File: src/rtl/avalon_burst_splitter.sv
// avalon_burst_splitter
//
// Splits Avalon-MM burst transactions into a stream of single-beat accesses
// with incrementing byte addresses, for a downstream bridge that only accepts
// burstcount = 1. Read data and read-valid are forwarded combinationally so
// the bridge's own read latency is preserved.
//
// Ports:
//   clk, rst                 clock, synchronous active-high reset
//   avs_*_i / avs_*_o        upstream burst-capable slave side
//   avm_*_o / avm_*_i        downstream single-beat master side (to bridge)
//
// Parameters:
//   DW  data width in bits (power of two, >= 8)
//   AW  byte-address width in bits

module avalon_burst_splitter #(
    parameter int DW = 32,
    parameter int AW = 32
) (
    input  logic              clk,
    input  logic              rst,

    input  logic [AW-1:0]     avs_address_i,
    input  logic [DW/8-1:0]   avs_byteenable_i,
    input  logic              avs_read_i,
    input  logic              avs_write_i,
    input  logic [DW-1:0]     avs_writedata_i,
    input  logic [7:0]        avs_burstcount_i,
    output logic [DW-1:0]     avs_readdata_o,
    output logic              avs_waitrequest_o,
    output logic              avs_readdatavalid_o,

    output logic [AW-1:0]     avm_address_o,
    output logic [DW/8-1:0]   avm_byteenable_o,
    output logic              avm_read_o,
    output logic              avm_write_o,
    output logic [DW-1:0]     avm_writedata_o,
    output logic [7:0]        avm_burstcount_o,
    input  logic [DW-1:0]     avm_readdata_i,
    input  logic              avm_waitrequest_i,
    input  logic              avm_readdatavalid_i
);

    localparam int              BE_W   = DW / 8;
    localparam logic [AW-1:0]   STRIDE = AW'(BE_W);

    typedef enum logic [1:0] {
        IDLE,
        READ,
        WRITE
    } state_e;

    state_e            state_q, state_d;
    logic [AW-1:0]     addr_q, addr_d;
    logic [BE_W-1:0]   be_q, be_d;
    logic [7:0]        issue_left_q, issue_left_d;
    logic [7:0]        data_left_q, data_left_d;
    logic [7:0]        beats;
    logic              rd_req;
    logic              wr_req;
    logic              wait_up;

    // A burstcount of zero is treated as a single beat.
    assign beats = (avs_burstcount_i == 8'd0) ? 8'd1 : avs_burstcount_i;

    // Read return path is a pure passthrough in every state.
    assign avs_readdata_o      = avm_readdata_i;
    assign avs_readdatavalid_o = avm_readdatavalid_i;

    assign avm_address_o    = addr_q;
    assign avm_writedata_o  = avs_writedata_i;
    assign avm_burstcount_o = 8'd1;

    // NOTE: state registers use non-blocking assignments so every flop
    // samples the pre-edge value of every other flop.
    always_ff @(posedge clk) begin
        if (rst) begin
            state_q      <= IDLE;
            addr_q       <= '0;
            be_q         <= '0;
            issue_left_q <= 8'd0;
            data_left_q  <= 8'd0;
        end else begin
            state_q      <= state_d;
            addr_q       <= addr_d;
            be_q         <= be_d;
            issue_left_q <= issue_left_d;
            data_left_q  <= data_left_d;
        end
    end

    // NOTE: every signal driven here gets a default first, so no path
    // through the case statement can leave one unassigned (no latches).
    always_comb begin
        state_d          = state_q;
        addr_d           = addr_q;
        be_d             = be_q;
        issue_left_d     = issue_left_q;
        data_left_d      = data_left_q;
        rd_req           = 1'b0;
        wr_req           = 1'b0;
        wait_up          = 1'b1;
        avm_byteenable_o = avs_byteenable_i;

        unique case (state_q)
            IDLE: begin
                // Reads are accepted in the decode cycle; writes are held so
                // beat 1 is forwarded from the WRITE state with its data.
                wait_up = !avs_read_i;
                if (avs_read_i) begin
                    addr_d       = avs_address_i;
                    be_d         = avs_byteenable_i;
                    issue_left_d = beats;
                    data_left_d  = beats;
                    state_d      = READ;
                end else if (avs_write_i) begin
                    addr_d       = avs_address_i;
                    issue_left_d = beats;
                    state_d      = WRITE;
                end
            end

            READ: begin
                rd_req           = (issue_left_q != 8'd0);
                avm_byteenable_o = be_q;
                if (rd_req && !avm_waitrequest_i) begin
                    addr_d       = addr_q + STRIDE;
                    issue_left_d = issue_left_q - 8'd1;
                end
                // Stay busy until every requested beat has come back.
                if (avm_readdatavalid_i && data_left_q != 8'd0) begin
                    data_left_d = data_left_q - 8'd1;
                    if (data_left_q == 8'd1) begin
                        state_d = IDLE;
                    end
                end
            end

            WRITE: begin
                wr_req  = avs_write_i;
                wait_up = avm_waitrequest_i;
                if (avs_write_i && !avm_waitrequest_i) begin
                    addr_d       = addr_q + STRIDE;
                    issue_left_d = issue_left_q - 8'd1;
                    if (issue_left_q == 8'd1) begin
                        state_d = IDLE;
                    end
                end
            end

            default: state_d = IDLE;
        endcase
    end

    // Reset must silence the bridge side in the very cycle it is asserted,
    // even if the registered state is still mid-burst.
    assign avm_read_o        = rd_req && !rst;
    assign avm_write_o       = wr_req && !rst;
    assign avs_waitrequest_o = wait_up || rst;

endmodule

File: config.mk
export PLATFORM = sky130hd
export DESIGN_NAME = avalon_burst_splitter
export DESIGN_NICKNAME = d
export VERILOG_FILES = /design/src/rtl/avalon_burst_splitter.sv
export SDC_FILE = /design/constraint.sdc
export NUM_CORES = 1
export LEC_CHECK = 0
export BUFFER_PORTS_ARGS = -buffer_cell sky130_fd_sc_hd__buf_4
export CELL_PAD_IN_SITES_DETAIL_PLACEMENT = 1
export CELL_PAD_IN_SITES_GLOBAL_PLACEMENT = 2
export CORE_ASPECT_RATIO = 1.25
export CORE_MARGIN = 2
export CORE_UTILIZATION = 23
export DETAILED_ROUTE_END_ITERATION = 10
export PLACE_DENSITY = 0.82
export SYNTH_ARGS = -nofsm -noshare
export SYNTH_HDL_FRONTEND = slang
export SYNTH_SLANG_ARGS = --single-unit
File: constraint.sdc
create_clock -name clk -period 2.4 [get_ports clk]
set_input_delay 0.48 -clock clk [delete_from_list [all_inputs] [get_ports clk]]
set_output_delay 0.48 -clock clk [all_outputs]
set_load 0.05 [all_outputs]
==> run_results.csv <==
group,metric,value,unit
status,status,"finished, final reports clean",
sta,worst_slew_pin_slew,0.604,ns
final_layout,area_growth_syn_to_layout,15.3,%
floorplanning,num_rows,54,
synthesis,postSynthCellCount,548,
floorplanning,die_h,154,um
detailed_routing,ant_nets,0,
grt,antenna_found_initial,0,
placed_design,hpwl,9910,um
sta,setup_viol,0,
worst_setup_path,cp_cell_sequence,"or4_4, buf_4, o311a_1, buf_6",
sta,finClkSkew,0.0125,ns
synthesis,yosysWarnings,0,
worst_hold_path,min_from,"avs_byteenable_i[3]",
final_layout,fill_cells,2098,
sta,final_hold_viol_count,0,
power_and_ir_drop,ir_drop,459,uV
floorplanning,design.core.area,17500,um^2
grt,gr-total-overflow,0,
power_and_ir_drop,p_clk_share,13.4,%
detailed_routing,dr.pass1.iters,4,
floorplanning,die-area,19000,um^2
sta,relSlewSlack,59.7,%
worst_setup_path,critPathSlowestCell,"or4_4",
worst_setup_path,cp_data_required_time,1.92,ns
clock_network,holdBufCountCts,0,
clock_network,cts.clk_slew.worst_paths,0.08,ns
detailed_routing,wl_per_cell,17.1,um
clock_network,cts.path.max_buffers,2,
grt,grt_max_degree,69,
worst_hold_path,hold_depth,3,
run,cap_violations,0,
power_and_ir_drop,power_density,1390,nW/um^2
worst_setup_path,regToRegEndpoint,"avm_address_o[30]",
worst_setup_path,cp-end-kind,"output port",
worst_setup_path,r2r.worst_path.cells,8,
detailed_routing,route.vias.total,4054,
sta,holdWs,0.435,ns
grt,grt.total_usage,14.0,%
synthesis,synthArstFlopShare,0,%
worst_setup_path,start_kind,"register",
clock_network,cts_root_buf,"clkbuf_16",
synthesis,avgSynthCellArea,7.53,um^2
worst_setup_path,ff2ff_setup_slack,0.20,ns
detailed_routing,wl,13400,um
worst_setup_path,max_stage_delay,0.56,ns
detailed_routing,routed_via_density,5.14,
power_and_ir_drop,p_seq_share,25.4,%
detailed_routing,drc_errors,0,
worst_setup_path,cpLargestDelayFamily,"simple AND/OR/NAND/NOR gates",
worst_setup_path,path_class,"reg2out",
clock_network,cts.htree.levels,2,
sta,slew_violations,0,
worst_setup_path,critPathMaxFanout,5,
sta,max_freq,425,MHz
sta,fin_crit,2.36,ns
power_and_ir_drop,p_sw_share,51.7,%
final_layout,nets,687,
placed_design,post-place-ws,0.238,ns
placed_design,portBuffers,89,
sta,finalCritPeriodShare,98.1,%
placed_design,placed_cells,780,
grt,grt_pass1_wl,21200,um
power_and_ir_drop,intPower,3190,uW
detailed_routing,drtIter0Drc,137,
synthesis,synth_cell_types,63,
power_and_ir_drop,p_sw,3420,uW
floorplanning,ios,226,
clock_network,worstSkewPairLatency,0.31,ns
worst_hold_path,hp-class,"in2reg",
synthesis,syn_area,4130,um^2
floorplanning,die_x,124,um
worst_setup_path,reg2reg_from,"state_q[0]",
sta,finalWorstSetupSlack,0.0447,ns
synthesis,synth_seq_cells,54,
power_and_ir_drop,combinationalPowerShare,61.2,%
placed_design,globalplace.congestion,0.850,
worst_hold_path,hold_end,"be_q[3]",
sta,finalSetupTns,0,ns
synthesis,synth-seq-area-share,26.2,%
synthesis,synth_edf_count,0,
floorplanning,initial_utilization,23.6,%
final_layout,drive_gt1_share,25.2,%
clock_network,cts_tree,"done",
power_and_ir_drop,p_leak,0.00184,uW
worst_setup_path,path_buf_inv,2,
clock_network,cts_sinks,54,
grt,grt_pass1_vias,4156,
synthesis,ys.flop_type,"dfxtp_1",
final_layout,stdcell_count,788,
sta,rsz0062_at_grt,"false",
worst_setup_path,worst_ep_arrival_time,1.88,ns
clock_network,numCtsBuffers,5,
final_layout,num_antenna_cells,0,
==> kinds of logic after synthesis <==
| kind of cell | count (synthesis) | share of synthesized area, % |
|---|---|---|
| compound gates | 163 | 26.7 |
| flops | 54 | 26.2 |
| simple gates | 177 | 21.6 |
| fa+ha+maj | 10 | 3.03 |
| mux | 10 | 2.55 |
| buf+inv | 132 | 19.8 |
| other cells | 2 | 0.182 |
==> synth_stat cells (4+ instances only) <==
| cell | count | share of area, % |
|---|---|---|
| nand3_1 | 19 | 2.3 |
| a21oi_1 | 54 | 6.5 |
| o32ai_1 | 9 | 1.9 |
| nand2b_1 | 8 | 1.2 |
| ha_1 | 10 | 3.0 |
| o21ai_0 | 19 | 2.3 |
| dfxtp_1 | 54 | 26 |
| o22ai_1 | 8 | 1.2 |
| clkbuf_1 | 27 | 2.5 |
| nor2_1 | 26 | 2.4 |
| nor3_1 | 15 | 1.8 |
| a211oi_1 | 15 | 2.7 |
| and4_1 | 6 | 1.3 |
| o31a_1 | 4 | 0.85 |
| or3_1 | 6 | 0.91 |
| buf_6 | 5 | 1.4 |
| o31ai_1 | 4 | 0.73 |
| nand4_1 | 11 | 1.7 |
| nand2_1 | 54 | 4.9 |
| o21ai_1 | 11 | 1.3 |
| nor2b_1 | 10 | 1.5 |
| buf_4 | 75 | 14 |
| mux2_2 | 4 | 1.1 |
| mux2i_1 | 6 | 1.5 |
| inv_1 | 22 | 2.0 |
| nor4_1 | 9 | 1.4 |
==> power by group through the flow <==
stage | Combinational [uW] | Clock, uW | Sequential [uW]
finish | 4050 | 886 | 1680
global route | 4400 | 947 | 1750
CTS | 4080 | 933 | 1670
detailed placement | 4060 | 0 | 1690
global placement | 3940 | 0 | 1660
floorplan | 2580 | 0 | 2260
==> registers in the layout, summed over array words and instances (netlist names) <==
| name | cells |
|---|---|
| issue_left_q | 8 |
| state_q | 2 |
| data_left_q | 8 |
| be_q | 4 |
| avm_address_o | 32 |
==> layer usage <==
metal | vias up | share of wire (%) | global-route usage, %
met5 | - | 0 | 0
met4 | 0 | 2.2 | 4.82
met3 | 21 | 5.3 | 3.26
met2 | 119 | 51 | 24.8
met1 | 1992 | 42 | 16.1
li1 | 1922 | - | -
==> layout make-up <==
type	instances	area, um^2	share of cell area [%]
clock buffers	5	125	2.63
clock inverters	3	47.5	0.999
inverters	22	82.6	1.73
multi-input cells	368	2260	47.5
flip-flops and latches	54	1080	22.7
well taps	224	280	5.89
repair buffers	112	882	18.5
==> worst max path at each step <==
stage,from,to,slack [ns],cells past startpoint
after CTS,issue_left_q[3],avm_read_o,0.002,4
final,issue_left_q[5],avm_read_o,0.04,4
after detailed placement,state_q[0],avm_address_o[30],0.24,8
after global placement,issue_left_q[5],avm_address_o[30],0.31,5
after global routing,issue_left_q[5],avm_read_o,0.006,4
after floorplan,avm_address_o[2],avm_address_o[30],0.12,6
==> placed cells by master, fill, tap and decap left out, types with 5 or more instances in the layout <==
cell type  synthesis  routed
inv_1             22      22
clkbuf_16          0       5
nand4_1           11      11
ha_1              10       9
nor2_1            26      26
conb_1             2       8
o21ai_1           11      11
buf_4             75     108
nor3_1            15      15
nand2b_1           8       8
mux2i_1            6       6
and4_1             6       6
o32ai_1            9       9
or3_1              6       6
o22ai_1            8       8
dfxtp_1           54      53
o21ai_0           19      19
nor2b_1           10      10
a211oi_1          15      15
nor4_1             9       9
nand2_1           54      54
nand3_1           19      19
a21oi_1           54      54
==> through the flow <==
| stage | area, um^2 | utilization (%) | total power, uW |
|---|---|---|---|
| 2_1_floorplan | 4150 | - | 4840 |
| 3_3_place_gp | 4580 | 26.2 | 5610 |
| 3_5_place_dp | 4580 | 26.2 | 5750 |
| 4_1_cts | 4760 | 27.2 | 6690 |
| 5_1_grt | 4760 | 27.2 | 7100 |
| 6_report | 4760 | 27.2 | 6620 |
==> timing repair <==
action	in CTS	in global routing
cloned	0	0
buffers inserted	0	0
setup endpoints to repair	1	1
resized for setup	1	2
==> worst register-to-register path, cell delays in order, from the launching register on <==
cell and delay, ns:
dfxtp_1 0.36, inv_1 0.08, ha_2 0.23, nor2b_1 0.18
a22oi_1 0.39, o21a_2 0.24, buf_12 0.21, nor3_1 0.11
a311o_1 0.28
Power figures use the tool's default switching activity.
